$ cat src/rtl/uart_pkg.sv
// Shared types and constants for the UART receive path.
package uart_pkg;

  localparam int PDATA_WIDTH        = 8;
  localparam int BAUD_SAMPLE_CYCLES = 16;

  typedef enum logic [1:0] {
    CHAR5 = 2'b00,
    CHAR6 = 2'b01,
    CHAR7 = 2'b10,
    CHAR8 = 2'b11
  } charl_t;

  typedef enum logic [2:0] {
    IDLE,
    START,
    DATA,
    PARITY,
    STOP,
    BRK_WAIT
  } rx_state_t;

  // Number of data bits carried by a character of the given length code.
  function automatic logic [3:0] charl_to_len(input charl_t c);
    return 4'd5 + {2'b00, c};
  endfunction

endpackage

$ cat src/rtl/uart_rx_deframer_if.sv
// RX FIFO write-port bundle between the deframer (master) and the
// receive FIFO (slave).
interface uart_rx_deframer_if #(
  parameter int PDATA_WIDTH = uart_pkg::PDATA_WIDTH
);
  import uart_pkg::*;

  logic                   rcvr_fifo_full;
  logic                   rx_wr;
  logic [PDATA_WIDTH-1:0] rx_data;
  logic                   rx_pe;
  logic                   rx_fe;
  logic                   rx_bi;
  logic                   rx_oe;

  modport master (
    input  rcvr_fifo_full,
    output rx_wr, rx_data, rx_pe, rx_fe, rx_bi, rx_oe
  );

  modport slave (
    output rcvr_fifo_full,
    input  rx_wr, rx_data, rx_pe, rx_fe, rx_bi, rx_oe
  );

endinterface

$ cat src/rtl/uart_rx_sync_edge.sv
// Two-flop synchronizer for an asynchronous, idle-high serial line plus a
// one-cycle falling-edge pulse derived from the synchronized value.
// All flops reset to 1 so a line held idle never produces a spurious edge.
module uart_rx_sync_edge (
  input  logic clk_i,
  input  logic rst_ni,
  input  logic async_i,
  output logic sync_o,
  output logic fall_o
);

  logic meta_q;
  logic sync_q;
  logic prev_q;

  // Synchronizer chain and one extra stage for edge detection.
  always_ff @(posedge clk_i or negedge rst_ni) begin
    if (!rst_ni) begin
      meta_q <= 1'b1;
      sync_q <= 1'b1;
      prev_q <= 1'b1;
    end else begin
      meta_q <= async_i;
      sync_q <= meta_q;
      prev_q <= sync_q;
    end
  end

  assign sync_o = sync_q;
  assign fall_o = prev_q & ~sync_q;

endmodule

$ cat src/rtl/uart_rx_deframer.sv
// UART receive deframer: oversamples sRX with a 16x baud-tick enable,
// strips start/parity/stop bits and writes right-justified characters with
// parity/framing/break status into the RX FIFO, flagging overrun when full.
// Optional build macro UART_RX_MAJORITY_VOTE_EN: each bit decision becomes a
// 2-of-3 vote over three consecutive tick samples, decided on the third.
module uart_rx_deframer #(
  parameter int PDATA_WIDTH        = uart_pkg::PDATA_WIDTH,
  parameter int BAUD_SAMPLE_CYCLES = uart_pkg::BAUD_SAMPLE_CYCLES
) (
  input  logic                      PCLK,
  input  logic                      PRESETn,
  input  logic                      baud_tick,
  input  logic                      sRX,
  input  logic [1:0]                lcr_charl,
  input  logic                      lcr_stop,
  input  logic                      lcr_par_en,
  input  logic                      lcr_par_sel,
  output logic                      rx_busy,
  uart_rx_deframer_if.master        rx_if
);
  import uart_pkg::*;

`ifdef UART_RX_MAJORITY_VOTE_EN
  localparam int VOTE_EXTRA = 1;
`else
  localparam int VOTE_EXTRA = 0;
`endif

  localparam int CNT_W     = $clog2(BAUD_SAMPLE_CYCLES + 2);
  localparam int IDX_W     = $clog2(PDATA_WIDTH);
  // Tick count at which the start bit is judged (mid-bit).
  localparam int START_DEC = BAUD_SAMPLE_CYCLES / 2 + VOTE_EXTRA;
  // Tick count at which every later bit is judged, one bit period on.
  localparam int BIT_DEC   = BAUD_SAMPLE_CYCLES + VOTE_EXTRA;
  // Counter value after a decision; with voting the window is measured
  // from the decision tick, which sits one tick past the bit centre.
  localparam int RELOAD    = VOTE_EXTRA;

  // The receiver checks only the first stop bit whatever the stop setting.
  logic lcr_stop_unused;
  assign lcr_stop_unused = lcr_stop;

  logic rx_sync;
  logic rx_fall;

  uart_rx_sync_edge u_sync (
    .clk_i  (PCLK),
    .rst_ni (PRESETn),
    .async_i(sRX),
    .sync_o (rx_sync),
    .fall_o (rx_fall)
  );

  rx_state_t              state_q;
  logic [CNT_W-1:0]       cnt_q;
  logic [CNT_W-1:0]       cnt_inc;
  logic [PDATA_WIDTH-1:0] data_q;
  logic [IDX_W-1:0]       bit_idx_q;
  logic [IDX_W-1:0]       last_idx;
  charl_t                 charl_q;
  logic                   par_en_q;
  logic                   par_sel_q;
  logic                   par_bit_q;
  logic                   pe_q;
  logic                   busy_q;
  logic                   rx_wr_q;
  logic [PDATA_WIDTH-1:0] rx_data_q;
  logic                   rx_pe_q;
  logic                   rx_fe_q;
  logic                   rx_bi_q;
  logic                   rx_oe_q;
  logic                   sample_bit;
  logic                   start_done;
  logic                   bit_done;
  logic                   exp_par;
  logic                   brk;

  assign cnt_inc    = cnt_q + CNT_W'(1);
  assign start_done = (cnt_inc == CNT_W'(START_DEC));
  assign bit_done   = (cnt_inc == CNT_W'(BIT_DEC));
  assign last_idx   = IDX_W'(charl_to_len(charl_q) - 4'd1);
  // Even parity: the parity bit equals the XOR of the data bits.
  assign exp_par    = par_sel_q ? (^data_q) : ~(^data_q);
  // Break: all data zero, parity sample zero (cleared when unused), stop zero.
  assign brk        = (data_q == '0) && !par_bit_q && !sample_bit;

`ifdef UART_RX_MAJORITY_VOTE_EN
  logic [1:0]       vote_q;
  logic [CNT_W-1:0] dec_cnt;

  assign dec_cnt = (state_q == START) ? CNT_W'(START_DEC) : CNT_W'(BIT_DEC);

  // Capture the two samples that precede each decision tick.
  always_ff @(posedge PCLK or negedge PRESETn) begin
    if (!PRESETn) begin
      vote_q <= 2'b11;
    end else if (baud_tick &&
                 ((cnt_inc == dec_cnt - CNT_W'(2)) || (cnt_inc == dec_cnt - CNT_W'(1)))) begin
      vote_q <= {vote_q[0], rx_sync};
    end
  end

  assign sample_bit = (vote_q[1] & vote_q[0]) | (vote_q[1] & rx_sync) | (vote_q[0] & rx_sync);
`else
  assign sample_bit = rx_sync;
`endif

  // Frame FSM with registered FIFO-side outputs; all bit timing advances
  // only on baud_tick so a stalled tick freezes the frame in place.
  always_ff @(posedge PCLK or negedge PRESETn) begin
    if (!PRESETn) begin
      state_q   <= IDLE;
      cnt_q     <= '0;
      data_q    <= '0;
      bit_idx_q <= '0;
      charl_q   <= CHAR5;
      par_en_q  <= 1'b0;
      par_sel_q <= 1'b0;
      par_bit_q <= 1'b0;
      pe_q      <= 1'b0;
      busy_q    <= 1'b0;
      rx_wr_q   <= 1'b0;
      rx_data_q <= '0;
      rx_pe_q   <= 1'b0;
      rx_fe_q   <= 1'b0;
      rx_bi_q   <= 1'b0;
      rx_oe_q   <= 1'b0;
    end else begin
      rx_wr_q <= 1'b0;
      rx_oe_q <= 1'b0;
      rx_pe_q <= 1'b0;
      rx_fe_q <= 1'b0;
      rx_bi_q <= 1'b0;
      case (state_q)
        IDLE: begin
          if (rx_fall) begin
            cnt_q   <= '0;
            state_q <= START;
          end
        end
        START: begin
          if (baud_tick) begin
            if (start_done) begin
              if (!sample_bit) begin
                charl_q   <= charl_t'(lcr_charl);
                par_en_q  <= lcr_par_en;
                par_sel_q <= lcr_par_sel;
                busy_q    <= 1'b1;
                cnt_q     <= CNT_W'(RELOAD);
                data_q    <= '0;
                bit_idx_q <= '0;
                par_bit_q <= 1'b0;
                pe_q      <= 1'b0;
                state_q   <= DATA;
              end else begin
                cnt_q   <= '0;
                state_q <= IDLE;
              end
            end else begin
              cnt_q <= cnt_inc;
            end
          end
        end
        DATA: begin
          if (baud_tick) begin
            if (bit_done) begin
              cnt_q             <= CNT_W'(RELOAD);
              data_q[bit_idx_q] <= sample_bit;
              if (bit_idx_q == last_idx) begin
                state_q <= par_en_q ? PARITY : STOP;
              end else begin
                bit_idx_q <= bit_idx_q + IDX_W'(1);
              end
            end else begin
              cnt_q <= cnt_inc;
            end
          end
        end
        PARITY: begin
          if (baud_tick) begin
            if (bit_done) begin
              cnt_q     <= CNT_W'(RELOAD);
              par_bit_q <= sample_bit;
              pe_q      <= (sample_bit != exp_par);
              state_q   <= STOP;
            end else begin
              cnt_q <= cnt_inc;
            end
          end
        end
        STOP: begin
          if (baud_tick) begin
            if (bit_done) begin
              cnt_q <= '0;
              if (rx_if.rcvr_fifo_full) begin
                rx_oe_q <= 1'b1;
              end else begin
                rx_wr_q   <= 1'b1;
                rx_data_q <= data_q;
                rx_pe_q   <= pe_q;
                rx_fe_q   <= ~sample_bit;
                rx_bi_q   <= brk;
              end
              if (brk) begin
                state_q <= BRK_WAIT;
              end else begin
                busy_q  <= 1'b0;
                state_q <= IDLE;
              end
            end else begin
              cnt_q <= cnt_inc;
            end
          end
        end
        BRK_WAIT: begin
          if (rx_sync) begin
            busy_q  <= 1'b0;
            state_q <= IDLE;
          end
        end
        default: begin
          state_q <= IDLE;
        end
      endcase
    end
  end

  assign rx_busy       = busy_q;
  assign rx_if.rx_wr   = rx_wr_q;
  assign rx_if.rx_data = rx_data_q;
  assign rx_if.rx_pe   = rx_pe_q;
  assign rx_if.rx_fe   = rx_fe_q;
  assign rx_if.rx_bi   = rx_bi_q;
  assign rx_if.rx_oe   = rx_oe_q;

endmodule

$ cat src/flat_wrapper.sv
// flat-port wrapper written by rule: the top's interface ports become plain ports
module uart_rx_deframer_flat import uart_pkg::*;
#(
  parameter int PDATA_WIDTH        = uart_pkg::PDATA_WIDTH,
  parameter int BAUD_SAMPLE_CYCLES = uart_pkg::BAUD_SAMPLE_CYCLES
)
  (PCLK, PRESETn, baud_tick, sRX, lcr_charl, lcr_stop, lcr_par_en, lcr_par_sel, rx_busy, rx_if_rcvr_fifo_full, rx_if_rx_wr, rx_if_rx_data, rx_if_rx_pe, rx_if_rx_fe, rx_if_rx_bi, rx_if_rx_oe);
  uart_rx_deframer_if #(.PDATA_WIDTH(PDATA_WIDTH)) rx_if_i ();
  input  logic PCLK;
  input  logic PRESETn;
  input  logic baud_tick;
  input  logic sRX;
  input  logic [1:0] lcr_charl;
  input  logic lcr_stop;
  input  logic lcr_par_en;
  input  logic lcr_par_sel;
  output logic rx_busy;
  input wire logic [$bits(rx_if_i.rcvr_fifo_full)-1:0] rx_if_rcvr_fifo_full;
  output wire logic [$bits(rx_if_i.rx_wr)-1:0] rx_if_rx_wr;
  output wire logic [$bits(rx_if_i.rx_data)-1:0] rx_if_rx_data;
  output wire logic [$bits(rx_if_i.rx_pe)-1:0] rx_if_rx_pe;
  output wire logic [$bits(rx_if_i.rx_fe)-1:0] rx_if_rx_fe;
  output wire logic [$bits(rx_if_i.rx_bi)-1:0] rx_if_rx_bi;
  output wire logic [$bits(rx_if_i.rx_oe)-1:0] rx_if_rx_oe;
  assign rx_if_i.rcvr_fifo_full = rx_if_rcvr_fifo_full;
  assign rx_if_rx_wr = rx_if_i.rx_wr;
  assign rx_if_rx_data = rx_if_i.rx_data;
  assign rx_if_rx_pe = rx_if_i.rx_pe;
  assign rx_if_rx_fe = rx_if_i.rx_fe;
  assign rx_if_rx_bi = rx_if_i.rx_bi;
  assign rx_if_rx_oe = rx_if_i.rx_oe;
  uart_rx_deframer #(.PDATA_WIDTH(PDATA_WIDTH), .BAUD_SAMPLE_CYCLES(BAUD_SAMPLE_CYCLES)) u_core (.PCLK(PCLK), .PRESETn(PRESETn), .baud_tick(baud_tick), .sRX(sRX), .lcr_charl(lcr_charl), .lcr_stop(lcr_stop), .lcr_par_en(lcr_par_en), .lcr_par_sel(lcr_par_sel), .rx_busy(rx_busy), .rx_if(rx_if_i));
endmodule
$ cat config.mk
export PLATFORM = sky130hd
export DESIGN_NAME = uart_rx_deframer_flat
export DESIGN_NICKNAME = d
export VERILOG_FILES = /design/src/rtl/uart_pkg.sv /design/src/rtl/uart_rx_deframer_if.sv /design/src/rtl/uart_rx_sync_edge.sv /design/src/rtl/uart_rx_deframer.sv /design/src/flat_wrapper.sv
export SDC_FILE = /design/constraint.sdc
export NUM_CORES = 1
export LEC_CHECK = 0
export CORE_MARGIN = 2
export CORE_UTILIZATION = 45
export CTS_BUF_LIST = sky130_fd_sc_hd__clkbuf_4 sky130_fd_sc_hd__clkbuf_8
export CTS_CLUSTER_DIAMETER = 120
export CTS_CLUSTER_SIZE = 25
export DETAILED_ROUTE_END_ITERATION = 6
export PLACE_DENSITY = 0.67
export SYNTH_ARGS = -nofsm -noshare
export SYNTH_HDL_FRONTEND = slang
export SYNTH_SLANG_ARGS = --single-unit
export TNS_END_PERCENT = 30
$ cat constraint.sdc
create_clock -name PCLK -period 2.3 [get_ports PCLK]
set_input_delay 0.46 -clock PCLK [delete_from_list [all_inputs] [get_ports PCLK]]
set_output_delay 0.46 -clock PCLK [all_outputs]
set_load 0.1 [all_outputs]
# Word level (Yosys, flattened, before mapping)
# Index checks and enable logic that the tools add are counted.
[op_classes] reduce_logical=21 div_mod_pow=0 n_lt_le_gt_ge=2 bitwise=4 shifts=0 n_eq_ne=24 mux=75 mul=0 addsub=4
[op_table] op="2-to-1 mux 3 bit" count=19
[op_table] op="2-to-1 mux 8 bit" count=5
[op_table] op="2-to-1 mux 1 bit" count=36
[op_table] op="2-to-1 mux 5 bit" count=5
[op_table] op="case mux 3 bit (6 select lines)" count=1
[op_table] op="inequality test 2 bit (second input constant)" count=8
[op_table] op="case mux 8 bit (2 select lines)" count=1
[op_table] op="case mux 5 bit (3 select lines)" count=1
[op_table] op="inequality test 2 x 1 -> 1 bit (second input constant)" count=7
[op_table] op="AND reduction 4 bit" count=3
[op_table] op="AND reduction 6 bit" count=2
[op_table] op="AND reduction 11 bit" count=1
[op_table] op="bitwise mux 8 bit" count=1
[op_table] op="zero test 8 bit" count=1
[op_table] op="AND reduction 8 bit" count=1
[op_table] op="XOR reduction 8 bit" count=1
[op_table] op="AND reduction 7 bit" count=1
[op_table] op="equality test 3 x 2 -> 1 bit (second input constant)" count=2
[op_table] op="equality test 3 bit (second input constant)" count=2
[op_table] op="case mux 3 bit (2 select lines)" count=1
[op_table] op="nonzero test 3 bit" count=2
[op_table] op="adder 5 x 1 -> 5 bit (second input constant)" count=1
[op_table] op="equality test 5 x 4 -> 1 bit (second input constant)" count=1
[op_table] op="equality test 5 bit (second input constant)" count=1
[op_table] op="19 further kinds" count=26
[totals] out_inout_bits=14 reg_bits=42 n_memories=0 ramBits=0 latchBits=0 mem_bits_ro=0

# Longest topological paths before layout
[depth] depth_word=8 ltp_mapped=8 ltp_nobuf=7

# Modules after synthesis
# From an unflattened synthesis, not the netlist that was laid out.
[unflattened] cells_unflattened=239 hier_area_um2=2363.5
[modules_own_cells] mod="uart_rx_deframer" seq_area_each_um2=975.9 n_inst=1 cells_each=235 area_per_inst_um2=2270.9
[modules_own_cells] mod="uart_rx_sync_edge" seq_area_each_um2=78.8 n_inst=1 cells_each=4 area_per_inst_um2=92.6

# Least setup slack after synthesis
# No wires, ideal clock.
[synth_timing] path_type="register to register" start="register u_core.cnt_q[0]" end="register u_core.rx_data_q[0] (netlist: u_core.rx_if.rx_data[0])" n_path_buf=1 setup_ns=0.125 slack_ns=-0.117 path_stages_with_launch=8 t_arrival_ns=2.292 path_cell_list="dfrtp_1 ha_1 or3b_4 nor2_4 a21oi_4 or4_4 buf_6 mux2_4"
[synth_via] elab_chain_len=3
[synth_lines] element="start: declaration" line="uart_rx_deframer.sv:55" rtl="logic [CNT_W-1:0] cnt_q;"
[synth_lines] element="start signal: assignment" line="uart_rx_deframer.sv:149" rtl="cnt_q <= CNT_W'(RELOAD);"
[synth_lines] element="start signal: assignment" line="uart_rx_deframer.sv:160" rtl="cnt_q <= cnt_inc;"
[synth_lines] element="start signal: assignment" line="uart_rx_deframer.sv:167" rtl="cnt_q <= CNT_W'(RELOAD);"
[synth_lines] element="adder 5 x 1 -> 5 bit" line="uart_rx_deframer.sv:78" rtl="assign cnt_inc = cnt_q + CNT_W'(1);"
[synth_lines] element="equality test 5 bit" line="uart_rx_deframer.sv:80" rtl="assign bit_done = (cnt_inc == CNT_W'(BIT_DEC));"
[synth_lines] element="AND reduction 4 bit (no source line)"
[synth_lines] element="end signal: assignment" line="uart_rx_deframer.sv:199" rtl="rx_data_q <= data_q;"
[synth_lines] element="end: declaration" line="uart_rx_deframer.sv:67" rtl="logic [PDATA_WIDTH-1:0] rx_data_q;"
# Every way passes these cells.
# A chain may end at the register's enable or synchronous reset.

# Worst setup path after layout
[layout_timing] start="register u_core.cnt_q[1]" end="register u_core.rx_data_q[4] (netlist: u_core.rx_if.rx_data[4])"
# Same word-level chain as after synthesis.

==> flow_summary.toml <==
[run_status]
status = "finished with violations"
violations = "negative setup slack"

[drt]
drtIter0Drc = 128
wl_um = 6046
drcViolationCount = 0
vias_per_cell = 5.556
ant_nets = 0
via_count = 2167
drtPass1Iterations = 5
post_drt_wl_per_cell_um = 15.50

[synthesis]
synth_area_um2 = 2640
ys_warn_count = 0
yosys-top-cells-area = "dfrtp_1, a21oi_1, mux2_4, ha_1, dfstp_2"
synth-seq-cells = 42
synth-seq-area-share_pct = 39.95
synth.avg_cell_area_um2 = 9.497
synth.distinct_cells = 57
synth_nets = 295
yosysMostFrequentCell = "dfrtp_1"
synth_edf_count = 0
synthCells = 278
synth_top_area_share_pct = 36.97
yosys-top-cells-count = "dfrtp_1, a21oi_1, nand2_1"
synth_area_leader_cell = "dfrtp_1"
synth_flop_cell = "dfrtp_1"
synth-async-reset-ratio_pct = 100.0

[timing]
finalClockSkew_ps = 11.68
slew_viol_final = 0
max_slew_margin_pct = 50.41
fmax_mhz = 434.0
period_needed_ps = 2304
setup_tns_ps = -11.94
rsz0062_at_grt = "true"
worst_pin_slew_ps = 738.2
whs_ps = 51.00
setup_viol_count_final = 5
setup_slack_ps = -4.099
period_share_pct = 100.2
hold_violations = 0

[final_layout]
drive_gt1_share_pct = 26.10
nets = 334
num_antenna_cells = 0
fin_cells = 390
area_delta_synth_final_pct = 20.76

[global_routing]
grt-ovfl-total = 0
grt_use_total_pct = 20.64
antenna_found_initial = 0
grt_pass1_vias = 2101
grt_max_degree = 21
grt_pass1_wl_um = 10290

[place]
dp.cells = 381
gp_congestion = 0.8966
place_hpwl_um = 4423
io_buffer_count = 22

[clocking]
clkSinkCount = 42
cts.clk_slew.worst_paths_ps = 90
htreeDepth = 2
cts_hold_buf = 0
cts_buffers = 5
insertion_delay_ps = 300
clockRootBuffer = "clkbuf_8"
cts_tree = "yes"
clock_path_buffers = 2

[pwr]
ir_worst_vdd_mv = 0.5423
p_switching_uw = 1299
comb_power_share_pct = 48.1
p_seq_share_pct = 32.5
power.share.switching_pct = 41.20
pwr-share-clk_pct = 19.4
p_leak_uw = 0.001428
power.internal_uw = 1854
pwr_density_cell_nw_per_um2 = 989.3

[worst_setup_path]
arrival_ps = 2490
startpoint_type = "flop"
critPathCaptureType = "flop"
crit_start = "u_core.cnt_q[1]$_DFFE_PN0P_"
worstSetupPathType = "flop to flop"
worstPathRequired_ps = 2490
r2r_start = "u_core.cnt_q[1]$_DFFE_PN0P_"
cp_max_fo = 11

[floorplanning]
die_x_um = 80.60
dieHeight_um = 80.60
coreArea_um2 = 5574
row_count = 27
fp.dieArea_um2 = 6496
io_pins = 24
initial_core_util_pct = 47.36

[hold_path]
hold_class = "primary input to asynchronous set/reset pin"

[flow_run]
cap_viol_max_count = 0
-- metrics by stage --
stage	setup slack [ps]	utilization (%)	instance area (um2)	power, uW
finish	-4.099	57.19	3188	3154
global route	-59.22	57.19	3188	3380
CTS	5.762	56.81	3167	3126
detailed placement	1.405	54.70	3049	2491
global placement	11.19	54.70	3049	2466
floorplan	-41.86	-	2656	2016
-- worst paths after layout --
| kind | slack, ps | endpoint | cells past startpoint |
|---|---|---|---|
| min reg2reg | 360 | u_core.u_sync.sync_o$_DFF_PN1_ | 0 |
| max in group asynchronous | 1670 | u_core.par_en_q$_DFFE_PN0P_ | 2 |
| max reg2reg | -4 | u_core.rx_if.rx_data[4]$_DFFE_PN0P_ | 6 |
| max | -4 | u_core.rx_if.rx_data[4]$_DFFE_PN0P_ | 6 |
| min | 50 | u_core.cnt_q[2]$_DFFE_PN0P_ | 1 |
| min in group PCLK | 360 | u_core.u_sync.sync_o$_DFF_PN1_ | 0 |
-- critical path, cell delays in order (launching register included) --
cell	delay [ps]
dfrtp_1	430
ha_2	210
or3b_4	410
nor2_4	130
a21oi_4	50
or4_4	620
mux2_4	330
-- final cells by class --
| class | count | area, um2 |
|---|---|---|
| fill | 511 | 2386 |
| inverter | 17 | 63.81 |
| sequential | 42 | 1056 |
| multi-input combinational | 201 | 1470 |
| tap | 72 | 90.09 |
| clock inverter | 3 | 48.80 |
| clock buffer | 5 | 68.82 |
| timing repair buffer | 50 | 390.4 |
-- cells by family (layout without fill, tap and decap cells) --
group / Yosys count / after routing / synth area share [%]
flops: 42 / 42 / 39.95
fa+ha+maj: 7 / 7 / 3.317
compound gates: 72 / 72 / 17.87
mux: 18 / 18 / 8.910
buf+inv: 35 / 75 / 5.450
simple gates: 96 / 96 / 21.85
xor+xnor: 8 / 8 / 2.654
-- state kept, by name, indices dropped and copies added (netlist names), 2 cells and up --
name	cells
u_core.data_q	8
u_core.charl_q	2
u_core.rx_if.rx_data	8
u_core.bit_idx_q	3
u_core.state_q	3
u_core.cnt_q	5
-- power by group through the flow --
| stage | logic, uW | registers [uW] | clock network [uW] |
|---|---|---|---|
| after floorplan | 1010 | 1010 | 0 |
| after global placement | 1440 | 1020 | 0 |
| after detailed placement | 1460 | 1030 | 0 |
| after CTS | 1480 | 1020 | 627 |
| after global routing | 1680 | 1050 | 650 |
| final | 1520 | 1020 | 612 |
-- layer usage --
layer / share of wire, % / track usage (%) / routed length (um)
met2: 46 / 32.33 / 2765
met5: 0 / 0 / 0
met3: 2.6 / 3.371 / 160
met1: 51 / 29.98 / 3065
met4: 0.91 / 4.407 / 55
-- cells in the final DEF, fill, tap and decap left out, types with 6 or more instances in the layout --
| cell type | n |
|---|---|
| a21oi_1 | 30 |
| o21ai_0 | 12 |
| mux2_2 | 6 |
| dfrtp_1 | 38 |
| buf_4 | 42 |
| clkdlybuf4s50_1 | 7 |
| nand2_1 | 21 |
| nor2_1 | 16 |
| and2_1 | 7 |
| xnor2_1 | 7 |
| inv_1 | 17 |
| mux2_4 | 7 |
| and4_1 | 8 |
-- what timing repair did --
| item | in CTS | in global routing |
|---|---|---|
| endpoints found under the setup margin | 7 | 20 |
| endpoints found under the hold margin | 0 | 0 |
| buffers inserted | 0 | 1 |
| gates resized for setup | 0 | 2 |
| pin swaps | 1 | 1 |
(Power assumes the default switching activity.)
